`src/rtl/audio_pkg.sv`:
```
// Shared audio-path defaults, the mixer state encoding and the per-source control record.
package audio_pkg;

  localparam int DEF_N_SRC       = 6;
  localparam int DEF_SAMPLE_BITS = 16;
  localparam int DEF_VOLUME_BITS = 8;
  localparam int DEF_M_BUF_LEN   = 32;

  typedef enum logic [1:0] {
    IDLE  = 2'd0,
    ACCUM = 2'd1,
    CLAMP = 2'd2,
    WRITE = 2'd3
  } MixState_t;

  typedef struct packed {
    logic                              en;
    logic [DEF_VOLUME_BITS-1:0]        vol;
    logic signed [DEF_SAMPLE_BITS-1:0] sample;
  } SourceControlReg_t;

endpackage

```
`src/rtl/lrclk_edge_sync.sv`:
```
// Brings the I2S frame clock into the mclk domain and flags its falling edge.
module lrclk_edge_sync (
  input  logic clk_i,
  input  logic rstn_i,
  input  logic lrclk_i,
  output logic fall_o
);

  logic sync1_q;
  logic sync2_q;
  logic edge_q;

  // All three flops reset high so a low-going edge can never appear at reset release.
  always_ff @(posedge clk_i or negedge rstn_i) begin
    if (!rstn_i) begin
      sync1_q <= 1'b1;
      sync2_q <= 1'b1;
      edge_q  <= 1'b1;
    end else begin
      sync1_q <= lrclk_i;
      sync2_q <= sync1_q;
      edge_q  <= sync2_q;
    end
  end

  assign fall_o = edge_q & ~sync2_q;

endmodule

```
`src/rtl/mix_scheduler.sv`:
```
// Per-frame weighted mixer of N_SRC sources into the master playback buffer.
// Define MIX_SATURATE_EN to clamp the mix (with clip pulse); otherwise it wraps.
module mix_scheduler
  import audio_pkg::*;
#(
  parameter int N_SRC       = DEF_N_SRC,
  parameter int SAMPLE_BITS = DEF_SAMPLE_BITS,
  parameter int VOLUME_BITS = DEF_VOLUME_BITS,
  parameter int M_BUF_LEN   = DEF_M_BUF_LEN
) (
  input  logic                           mclk,
  input  logic                           rstn,
  input  logic                           pblrc,
  input  logic [N_SRC*SAMPLE_BITS-1:0]   src_sample,
  input  logic [N_SRC*VOLUME_BITS-1:0]   src_vol,
  input  logic [N_SRC-1:0]               src_en,
  input  logic [7:0]                     play_index,
  output logic                           buf_wr_en,
  output logic [$clog2(M_BUF_LEN)-1:0]   buf_wr_addr,
  output logic [SAMPLE_BITS-1:0]         buf_wr_data,
  output logic                           busy,
  output logic                           overrun,
  output logic                           clip
);

  localparam int AW    = $clog2(M_BUF_LEN);
  localparam int CW    = (N_SRC > 1) ? $clog2(N_SRC) : 1;
  localparam int ACC_W = SAMPLE_BITS + $clog2(N_SRC) + 1;
  localparam logic [CW-1:0] LAST_CNT = CW'(N_SRC - 1);

  logic frameStart;

  lrclk_edge_sync u_sync (
    .clk_i  (mclk),
    .rstn_i (rstn),
    .lrclk_i(pblrc),
    .fall_o (frameStart)
  );

  MixState_t                        state_q, state_d;
  logic [CW-1:0]                    cnt_q, cnt_d;
  logic signed [ACC_W-1:0]          acc_q, acc_d;
  logic [N_SRC*SAMPLE_BITS-1:0]     sample_q, sample_d;
  logic [N_SRC*VOLUME_BITS-1:0]     vol_q, vol_d;
  logic [N_SRC-1:0]                 en_q, en_d;
  logic [7:0]                       pidx_q, pidx_d;
  logic [AW-1:0]                    wrAddr_q, wrAddr_d;
  logic [SAMPLE_BITS-1:0]           wrData_q, wrData_d;
  logic                             clip_q, clip_d;

  logic signed [SAMPLE_BITS-1:0]           curSample;
  logic [VOLUME_BITS-1:0]                  curVol;
  logic signed [SAMPLE_BITS+VOLUME_BITS:0] product;
  logic signed [SAMPLE_BITS+VOLUME_BITS:0] scaled;
  logic signed [ACC_W-1:0]                 term;
  logic [SAMPLE_BITS-1:0]                  clamped;
  logic                                    clipNext;

  // Gain is treated as an unsigned fraction of full scale, so the product is floored by the shift.
  always_comb begin
    curSample = $signed(sample_q[int'(cnt_q)*SAMPLE_BITS +: SAMPLE_BITS]);
    curVol    = vol_q[int'(cnt_q)*VOLUME_BITS +: VOLUME_BITS];
    product   = curSample * $signed({1'b0, curVol});
    scaled    = product >>> VOLUME_BITS;
    term      = en_q[cnt_q] ? ACC_W'(scaled) : '0;
  end

`ifdef MIX_SATURATE_EN
  localparam logic signed [ACC_W-1:0] MAX_ACC =
    {{(ACC_W-SAMPLE_BITS+1){1'b0}}, {(SAMPLE_BITS-1){1'b1}}};
  localparam logic signed [ACC_W-1:0] MIN_ACC =
    {{(ACC_W-SAMPLE_BITS+1){1'b1}}, {(SAMPLE_BITS-1){1'b0}}};

  always_comb begin
    clamped  = acc_q[SAMPLE_BITS-1:0];
    clipNext = 1'b0;
    if (acc_q > MAX_ACC) begin
      clamped  = {1'b0, {(SAMPLE_BITS-1){1'b1}}};
      clipNext = 1'b1;
    end else if (acc_q < MIN_ACC) begin
      clamped  = {1'b1, {(SAMPLE_BITS-1){1'b0}}};
      clipNext = 1'b1;
    end
  end
`else
  always_comb begin
    clamped  = acc_q[SAMPLE_BITS-1:0];
    clipNext = 1'b0;
  end
`endif

  always_comb begin
    state_d  = state_q;
    cnt_d    = cnt_q;
    acc_d    = acc_q;
    sample_d = sample_q;
    vol_d    = vol_q;
    en_d     = en_q;
    pidx_d   = pidx_q;
    wrAddr_d = wrAddr_q;
    wrData_d = wrData_q;
    clip_d   = clip_q;
    unique case (state_q)
      IDLE: begin
        if (frameStart) begin
          sample_d = src_sample;
          vol_d    = src_vol;
          en_d     = src_en;
          pidx_d   = play_index;
          acc_d    = '0;
          cnt_d    = '0;
          state_d  = ACCUM;
        end
      end
      ACCUM: begin
        acc_d = acc_q + term;
        if (cnt_q == LAST_CNT) begin
          state_d = CLAMP;
        end else begin
          cnt_d = cnt_q + 1'b1;
        end
      end
      CLAMP: begin
        // Write one slot behind playback; the power-of-two wrap handles index 0.
        wrAddr_d = AW'(pidx_q - 8'd1);
        wrData_d = clamped;
        clip_d   = clipNext;
        state_d  = WRITE;
      end
      WRITE: begin
        state_d = IDLE;
      end
      default: begin
        state_d = IDLE;
      end
    endcase
  end

  always_ff @(posedge mclk or negedge rstn) begin
    if (!rstn) begin
      state_q  <= IDLE;
      cnt_q    <= '0;
      acc_q    <= '0;
      sample_q <= '0;
      vol_q    <= '0;
      en_q     <= '0;
      pidx_q   <= '0;
      wrAddr_q <= '0;
      wrData_q <= '0;
      clip_q   <= 1'b0;
    end else begin
      state_q  <= state_d;
      cnt_q    <= cnt_d;
      acc_q    <= acc_d;
      sample_q <= sample_d;
      vol_q    <= vol_d;
      en_q     <= en_d;
      pidx_q   <= pidx_d;
      wrAddr_q <= wrAddr_d;
      wrData_q <= wrData_d;
      clip_q   <= clip_d;
    end
  end

  assign busy        = (state_q != IDLE);
  assign buf_wr_en   = (state_q == WRITE);
  assign buf_wr_addr = wrAddr_q;
  assign buf_wr_data = wrData_q;
  assign clip        = (state_q == WRITE) & clip_q;
  assign overrun     = frameStart & (state_q != IDLE);

endmodule

```
`config.mk`:
```
export PLATFORM = sky130hd
export DESIGN_NAME = mix_scheduler
export DESIGN_NICKNAME = d
export VERILOG_FILES = /design/src/rtl/audio_pkg.sv /design/src/rtl/lrclk_edge_sync.sv /design/src/rtl/mix_scheduler.sv
export SDC_FILE = /design/constraint.sdc
export NUM_CORES = 1
export LEC_CHECK = 0
export CORE_UTILIZATION = 45
export DETAILED_ROUTE_END_ITERATION = 10
export GPL_TIMING_DRIVEN = 0
export PLACE_DENSITY = 0.7
export SLEW_MARGIN = 20
export SYNTH_ARGS = -nofsm -noshare
export SYNTH_HDL_FRONTEND = slang
export SYNTH_SLANG_ARGS = --single-unit
```
`constraint.sdc`:
```
create_clock -name mclk -period 7.45 [get_ports mclk]
set_input_delay 1.1175 -clock mclk [delete_from_list [all_inputs] [get_ports mclk]]
set_output_delay 1.1175 -clock mclk [all_outputs]
set_load 0.1 [all_outputs]
```
==> metrics.md <==
| Metric | Value |
|---|---|
| Fin crit share | `0.996` |
| Min-delay src | `u_sync.sync1_q` |
| RSZ-0062 raised after global routing | `yes` |
| HPWL Detailed | `roughly 26 mm` |
| Final instance area | `18100 sq um` |
| Sequential share of the synthesized area | `0.366` |
| Chip width | `around 180 microns` |
| Fmax | `between 100 and 150 MHz` |
| Commonest cells after routing, fill and taps aside | `197 x dfrtp_1, 180 x clkdlybuf4s50_1, 173 x mux2_2` |
| Final slew viol count | `0` |
| Final setup fails | `0` |
| WL final | `35.5 mm` |
| Worst Reg-to-Reg Cells | `32` |
| Sequential cell area | `5010 sq um` |
| Worst reg2reg setup slack | `0.03 ns` |
| Async S/R FF share, synth | `1.00` |
| First-pass GRT wire length | `54.8 mm` |
| CTS Buf Count | `17` |
| CTS tree | `yes` |
| Die height | `between 150 and 200 microns` |
| Worst EP required | `around 7.8 ns` |
| # placed instances | `around 1800` |
| H-tree level count | `4` |
| Slew headroom | `0.250` |
| CP Class | `flop to flop` |
| R2R Path Start | `cnt_q[0]` |
| Hold Path End | `u_sync.sync2_q` |
| Pin count of the biggest net entering global routing | `97` |
| Remaining antenna violation count after routing | `0` |
| Root buffer cell | `clkbuf_16` |
| Worst hold-check path type | `flop to flop` |
| Most common cell after layout, fill and taps aside | `dfrtp_1` |
| # IOs | `186` |
| Die ar. | `31100 sq um` |
| Vias in the first global route | `10600` |
| Peak per-stage delay on the critical path | `0.55 ns` |
| Fin worst setup slack | `0.0261 ns` |
| Pre-CTS WS | `-1.50 ns` |
| Minimum clock period | `~7.4 ns` |
| Status | `finished clean` |
| Max-Cap Viols | `0` |
| Post-Syn Nets | `between 1500 and 2000` |
| GR Util met2 | `0.384` |
| Yosys cell types | `63` |
| GR peak layer | `met2` |
| Nets | `about 1800` |
| Synthesized flop and latch total | `200` |
| GP Congestion | `0.862` |
| Synth Instances | `1222` |
| TritonRoute pass-1 iters | `4` |
| Non-Filler Instances | `1896` |
| Crit Path Max Fanout | `5` |
| M3 GR Usage | `0.0609` |
| Core area | `29800 sq um` |
| Vias per std cell | `5.31` |
| Multi-input gate area in the final layout | `8500 sq um` |
| Initial antenna violation count | `0` |
| Number of synthesized flops with an enable pin | `0` |
| Number of DRC markers in iteration 0 | `519` |
| Hold Violations, Final | `0` |
| Gr ovfl total | `0` |
| Synthesis-to-finish area growth | `32.1%` |
| Met1 usage | `0.288` |
| Clk_lat worst skew | `0.45 ns` |
| Top_reg_cell synth | `dfrtp_1` |
| Slowest-stage cell, CP | `mux4_2` |
| Reg clk slew, reported paths | `0.07 ns` |
| Clk sinks | `200` |
| Share of cells above drive strength 1 | `0.286` |
| Crit start category | `flop` |
| Cell area after synthesis | `about 14000 sq um` |
| Setup TNS | `0 ns` |
| GRT Total Usage | `0.231` |
| Max clock buf depth | `2` |
| Cell mode on critical path | `fa_1` |
| Hold Path Depth | `0` |
| Mean area per synthesized cell | `roughly 11 sq um` |
| Hold Buf Count CTS | `0` |
| Post-DP Area | `16100 sq um` |
| Clock skew | `0.0129 ns` |
| Initial Util | `0.459` |
| Synth warnings | `0` |
| WL/cell | `18.7 microns` |
| Worst EP arrival | `roughly 7.8 ns` |
| CP endpoint kind | `flop` |
| Row cnt | `63` |
| Reg2reg end | `acc_q[15]` |
| Via count | `about 10000` |
| Fillers | `2327` |
| Number of port buffers | `181` |
| Least-Margin Pin Slew | `1.12 ns` |
| Number of remaining DRC errors | `0` |
-- per-stage QoR --
stage / hold WS [ns] / utilization
after CTS: 0.359 / 0.586
final: 0.357 / 0.606
after global placement: 0.348 / 0.537
after floorplan: 0.345 / -
after global routing: 0.369 / 0.606
after detailed placement: 0.348 / 0.539
-- worst max-delay path by stage --
stage / start / to / cells past startpoint
global route: cnt_q[0] / acc_q[15] / 32
detailed placement: cnt_q[1] / acc_q[15] / 33
floorplan: cnt_q[0] / acc_q[15] / 36
finish: cnt_q[0] / acc_q[15] / 32
CTS: cnt_q[0] / acc_q[14] / 32
global placement: rstn / buf_wr_addr[1] / 1
-- critical path: cells and delay by family, from the launching register on --
| family | cells | cell delay [ns] |
|---|---|---|
| compound gates | 8 | 1.54 |
| buf+inv | 8 | 0.95 |
| mux | 2 | 0.67 |
| simple gates | 6 | 0.85 |
| flops | 1 | 0.37 |
| xor+xnor | 2 | 0.28 |
| fa+ha+maj | 6 | 2.69 |
-- kinds of logic after synthesis --
family / synth area share
other cells: 0.000274
mux: 0.203
buf+inv: 0.0605
compound gates: 0.0614
simple gates: 0.0825
fa+ha+maj: 0.207
flops: 0.366
xor+xnor: 0.0193
-- flip-flops by register name, indices dropped and copies added (netlist names) --
signal,flops
en_q,6
u_sync.sync1_q,1
buf_wr_data,16
u_sync.sync2_q,1
state_q,2
u_sync.edge_q,1
vol_q,48
acc_q,16
sample_q,96
pidx_q,5
buf_wr_addr,5
cnt_q,3
-- final cells by class --
| cell class | instances | share of cell area |
|---|---|---|
| multi-input combinational | 808 | 0.470 |
| sequential | 200 | 0.277 |
| timing repair buffer | 252 | 0.137 |
| inverter | 164 | 0.0343 |
| tap | 390 | 0.0270 |
| clock buffer | 19 | 0.0245 |
| buffer | 49 | 0.0198 |
| clock inverter | 13 | 0.00983 |
| antenna | 1 | 0.000138 |
-- metal layers --
layer,share of wire,wire (microns),vias to the layer above
met5,0,0,-
met4,0.031,1100,0
met3,0.064,2290,69
met2,0.49,17300,313
met1,0.42,14800,5066
li1,-,-,4617
-- repair_timing --
| action | in CTS | in global routing |
|---|---|---|
| resized for setup | 104 | 84 |
| buffers inserted | 37 | 30 |
| setup endpoints to repair | 13 | 6 |
| pin swaps | 30 | 72 |
| cloned | 2 | 1 |
-- Yosys cell counts (3+ instances only) --
master | number | area, sq um
ha_1 | 66 | 826
a21oi_1 | 47 | 235
or2_2 | 9 | 56.3
mux2i_1 | 26 | 260
buf_2 | 4 | 20.0
o21bai_1 | 6 | 45.0
nor2_1 | 122 | 458
nand3b_1 | 3 | 22.5
and2_1 | 5 | 31.3
fa_1 | 100 | 2000
inv_1 | 164 | 616
nand4_1 | 3 | 18.8
o211ai_1 | 5 | 37.5
nand3_1 | 8 | 40.0
or3_1 | 3 | 18.8
a31oi_1 | 7 | 43.8
and3_1 | 7 | 43.8
o21ai_0 | 21 | 105
nand2_1 | 78 | 293
dfstp_2 | 3 | 78.8
a22o_1 | 3 | 26.3
dfrtp_1 | 197 | 4930
clkbuf_1 | 36 | 135
mux2_2 | 173 | 1950
buf_1 | 7 | 26.3
a21o_1 | 12 | 90.1
nand2b_1 | 6 | 37.5
nor3_1 | 6 | 30.0
nor2b_1 | 3 | 18.8
xor2_1 | 9 | 78.8
mux4_2 | 24 | 541
o31ai_1 | 3 | 22.5
xnor2_1 | 16 | 140
Power is left out: the tool's default activity adds up to more than one toggle a clock period on the data nets, which glitch-free logic cannot reach.
==> RTL edit 1, RTL diff (config.mk and constraints unchanged) <==
`sample_q`, `en_q`, `wrAddr_q` and `wrData_q` no longer have a reset.
--- a/src/rtl/mix_scheduler.sv
+++ b/src/rtl/mix_scheduler.sv
@@ -141,25 +141,24 @@
       state_q  <= IDLE;
       cnt_q    <= '0;
       acc_q    <= '0;
-      sample_q <= '0;
       vol_q    <= '0;
-      en_q     <= '0;
       pidx_q   <= '0;
-      wrAddr_q <= '0;
-      wrData_q <= '0;
       clip_q   <= 1'b0;
     end else begin
       state_q  <= state_d;
       cnt_q    <= cnt_d;
       acc_q    <= acc_d;
-      sample_q <= sample_d;
       vol_q    <= vol_d;
-      en_q     <= en_d;
       pidx_q   <= pidx_d;
-      wrAddr_q <= wrAddr_d;
-      wrData_q <= wrData_d;
       clip_q   <= clip_d;
     end
+  end
+
+  always_ff @(posedge mclk) begin
+    sample_q <= sample_d;
+    en_q     <= en_d;
+    wrAddr_q <= wrAddr_d;
+    wrData_q <= wrData_d;
   end
 
   assign busy        = (state_q != IDLE);
Check against the original RTL: no difference found for any inputs over 10 cycles, from zero or initial values and one cycle with rstn low; that may be too few to reach the edited logic, so the function may still have changed.
==> RTL edit 1 against the unedited design <==
  * The run now ends with setup timing left
  * Design area decreased by 4.4%
  * Largest cell class unchanged
  * Worst setup slack got worse by 0.56 ns
  * Sequential cell count unchanged
  * Synthesized area decreased by 5.5%
  * Synthesized cell count decreased by 2.8%
  * Routed wire length decreased by 8.5%
Power is left out: the tool's default activity adds up to more than one toggle a clock period on the data nets, which glitch-free logic cannot reach.
==> RTL edit 1: results (changes against the unedited design) <==
- Reg2reg path depth: 35 (was 32)
- Place WS: -1.78 ns (was -1.50 ns)
- #MultiIn Comb: 786 (was 808)
- Post-synthesis cell type count: 64 (was 63)
- Inverters: 161 (was 164)
- DR vias/cell: 5.14 (was 5.31)
- Synthesized netlist cell count: 1188 (was 1222)
- Post-synthesis compound-gate area fraction: 6.69% (was 6.14%)
- Placed cell area: 0.0156 mm^2 (was 0.0161 mm^2)
- Layout non-clock buf frac: 17.1% (was 15.7%)
- Mapped Nets: 1515 (was 1549)
- Setup violations, final: 2 (was 0)
- Pin count of the biggest net entering global routing: 58 (was 97)
- Routed wl met2: 16.2 mm (was 17.3 mm)
- Async set-or-reset flop fraction in the synthesized netlist: 38.5% (was 100%)
- Area of the multi-input gates: 0.00699 mm^2 (was 0.00850 mm^2)
- Number of global-route vias before repair: 9935 (was 10600)
- First-pass DRT Iterations: 6 (was 4)
- Sequential area share after synthesis: 43.5% (was 36.6%)
- Fillers: 2191 (was 2327)
- Most used DFF post-synth: edfxtp_1 (was dfrtp_1)
- Layout clock area frac: 3.62% (was 3.43%)
- Worst EP arrival: 8.31 ns (was 7.80 ns)
- Violations in the final reports: setup timing
- Status: finished with violations (was finished, final reports clean)
- Number of synthesized flops with an enable pin: 123 (was 0)
- Fin Setup TNS: -0.608 ns (was 0 ns)
- Post-synthesis adder-cell area fraction: 21.9% (was 20.7%)
- Met1 Wirelength: 13.5 mm (was 14.8 mm)
- Routed WL per cell: 17.5 um (was 18.7 um)
- Hold slack: 0.352 ns (was 0.357 ns)
- Placed cell count: 1750 (was 1795)
- Gr usage total: 23.0% (was 23.1%)
- Vias: 9554 (was 10100)
- Post-synthesis mux area share: 6.63% (was 20.3%)
- Largest cells by area after synthesis: edfxtp_1, fa_1, dfrtp_1 (was dfrtp_1, fa_1, mux2_2)
- Setup ws final: -0.535 ns (was 0.0261 ns)
## RTL edit 1: cell count changes in the layout (fill, tap and decap cells not counted), moves of 5 or more
cell and delta:
inv_1 -5, buf_12 +6, mux2_2 -170, xnor2_1 +5, xor2_1 +6, nand2_1 +152, clkbuf_1 -10, dfrtp_1 -123
buf_6 -5, inv_12 +7, edfxtp_1 +123
## RTL edit 1: layer usage
metal,GRT usage [%],vias to the layer above
met5,0,-
met4,7.69,0
met3,3.89,63
met2,39.5,350
met1,29.3,4688
li1,-,4453
## RTL edit 1: timing repair
action | in CTS | in global routing
pin swaps | 67 | 40
setup buffers | 53 | 19
setup endpoints to repair | 11 | 8
gates cloned | 4 | 1
resized for setup | 82 | 20
## RTL edit 1: worst max-delay path: cells and delay by family (launching register included)
kind	cells	cell delay, ns
DFF	1	0.39
adders and majority gates	6	2.65
muxes	2	0.70
AOI/OAI and AO/OA	13	2.11
and+or+nand+nor	5	0.86
buffers and inverters	8	0.98
xor gates and xnor gates	1	0.14
==> RTL edit 2, RTL diff (same flow settings) <==
Made on the original files. Build with the macro `MIX_SATURATE_EN` defined.
--- a/src/rtl/mix_scheduler.sv
+++ b/src/rtl/mix_scheduler.sv
@@ -1,5 +1,7 @@
 // Per-frame weighted mixer of N_SRC sources into the master playback buffer.
 // Define MIX_SATURATE_EN to clamp the mix (with clip pulse); otherwise it wraps.
+`define MIX_SATURATE_EN
+
 module mix_scheduler
   import audio_pkg::*;
 #(
Function: same outputs for any inputs over 10 cycles, from zero or initial values and one cycle with rstn low; that may be too few to reach the edited logic, so the function may still have changed.
==> RTL edit 2 against the unedited design <==
  * The run now ends with DRC, setup timing left
  * Routed wire length grew 1.0%
  * Synthesized area rose by 3.4%
  * Sequential cell count is 5 higher
  * Critical path depth is 1 lower
  * Worst setup slack worse by 0.59 ns
  * Critical path type unchanged
  * Design area is 2.3% higher
Power is not shown: default switching activity piles up to over one toggle a cycle in this logic, so the estimate is an artifact.
==> RTL edit 2: results (changes against the unedited design) <==
- Status: finished with violations (was finished, final reports clean)
- Violations in the final reports: DRC, setup timing
- Seq. cell area: 0.00513 mm^2 (was 0.00501 mm^2)
- Port Buffers: 182 (was 181)
- Crit-path max cell delay: 0.57 ns (was 0.55 ns)
- Area of the multi-input gates: 0.00862 mm^2 (was 0.00850 mm^2)
- Max-slew headroom: 33.1% (was 25.0%)
- Longest Clk Path Bufs: 3 (was 2)
- #MultiIn Comb: 832 (was 808)
- Final std cells w/o fill: 1951 (was 1896)
- Vias: 10300 (was 10100)
- Met1 usage: 28.8% (about the same)
- Fillers: 2469 (was 2327)
- First-pass GRT wire length: 57.4 mm (was 54.8 mm)
- Layout non-clock buf frac: 14.8% (was 15.7%)
- First-pass DRT Iterations: 7 (was 4)
- Setup ws final: -0.562 ns (was 0.0261 ns)
- Antenna violations before repair: 3 (was 0)
- FFs & Latches: 205 (was 200)
- Layout clock area frac: 4.39% (was 3.43%)
- Placed cell count: 1855 (was 1795)
- Synthesized netlist cell count: 1275 (was 1222)
- Inverters: 183 (was 164)
- Routability cong.: 0.868 (was 0.862)
- Clk Latency, worst-skew pair: 0.55 ns (was 0.45 ns)
- Worst EP arrival: 8.42 ns (was 7.80 ns)
- Buffers excl. clock: 293 (was 301)
- H-tree Lvls: 1 (was 4)
- Synth cell count leaders: dfrtp_1, inv_1, mux2_2 (was dfrtp_1, mux2_2, inv_1)
- Crit path max-delay cell type: fa_1 (was mux4_2)
- Post-DP HPWL: 27.3 mm (was 26.1 mm)
- M2 GR Usage: 39.3% (was 38.4%)
- Drc violations: 4 (was 0)
- Largest cells by area after synthesis: dfrtp_1, fa_1, mux2_2 (unchanged)
- Setup violations, final: 5 (was 0)
- Gr usage total: 23.1% (about the same)
- # clk buffers: 32 (was 19)
- Share of cells above drive strength 1: 25.7% (was 28.6%)
- Met3 Use GR: 5.83% (was 6.09%)
- Drt initial violations: 387 (was 519)
- FF-to-FF setup slack: -0.56 ns (was 0.03 ns)
- Num CTS Buffers: 23 (was 17)
- Routed WL per cell: 18.4 um (was 18.7 um)
- Largest registers: sample_q x96, vol_q x48, acc_q x20 (was sample_q x96, vol_q x48)
- Nets@finish: 1873 (was 1819)
- Post-synthesis cell type count: 64 (was 63)
- Fin Setup TNS: -1.60 ns (was 0 ns)
- Mapped Nets: 1610 (was 1549)
## RTL edit 2: cell count changes after synthesis, sizes merged, moves of 9 or more
cell	change
clkbuf	+11
inv	+18
nand2	-14
mux2	-11
o211ai	+12
xnor2	+9
a22o	+15
## RTL edit 2: cell families (layout without fill, tap and decap cells)
group           after synthesis  count (layout)  synth area share [%]
compound gates              154             154                  7.43
xor+xnor                     39              39                  2.41
fa+ha+maj                   176             176                  20.9
buf+inv                     238             517                  6.46
flops                       205             205                  36.3
mux                         211             211                  18.6
other cells                   0               1                     0
simple gates                252             252                  7.88
## RTL edit 2: through the flow
| step | utilization, % | area (um^2) | hold slack [ns] |
|---|---|---|---|
| final | 60.1 | 18500 | 0.357 |
| after CTS | 59.5 | 18300 | 0.357 |
| after detailed placement | 54.6 | 16800 | 0.349 |
| after global routing | 60.1 | 18500 | 0.366 |
| after global placement | 54.4 | 16700 | 0.348 |
| after floorplan | - | 14400 | 0.345 |
## RTL edit 2: layer usage
metal / wire length [um] / vias to the layer above
met5: 23 / -
met4: 930 / 4
met3: 2260 / 63
met2: 17900 / 245
met1: 14700 / 5218
li1: - / 4768
## RTL edit 2: timing repair
action | 4_1_cts | 5_1_grt
gates cloned | 5 | 0
endpoints found under the setup margin | 14 | 11
resized for setup | 71 | 40
setup buffers | 40 | 9
pin swaps | 62 | 29
## RTL edit 2: path summary, 6_finish.rpt
path / end / depth (start not counted)
min in group asynchronous: acc_q[12]$_DFFE_PN0P_ / 1
max reg2reg: acc_q[19]$_DFFE_PN0P_ / 31
min reg2reg: u_sync.sync2_q$_DFF_PN1_ / 0
max: acc_q[19]$_DFFE_PN0P_ / 31
max in group asynchronous: sample_q[3]$_DFFE_PN0P_ / 3
min: u_sync.sync2_q$_DFF_PN1_ / 0
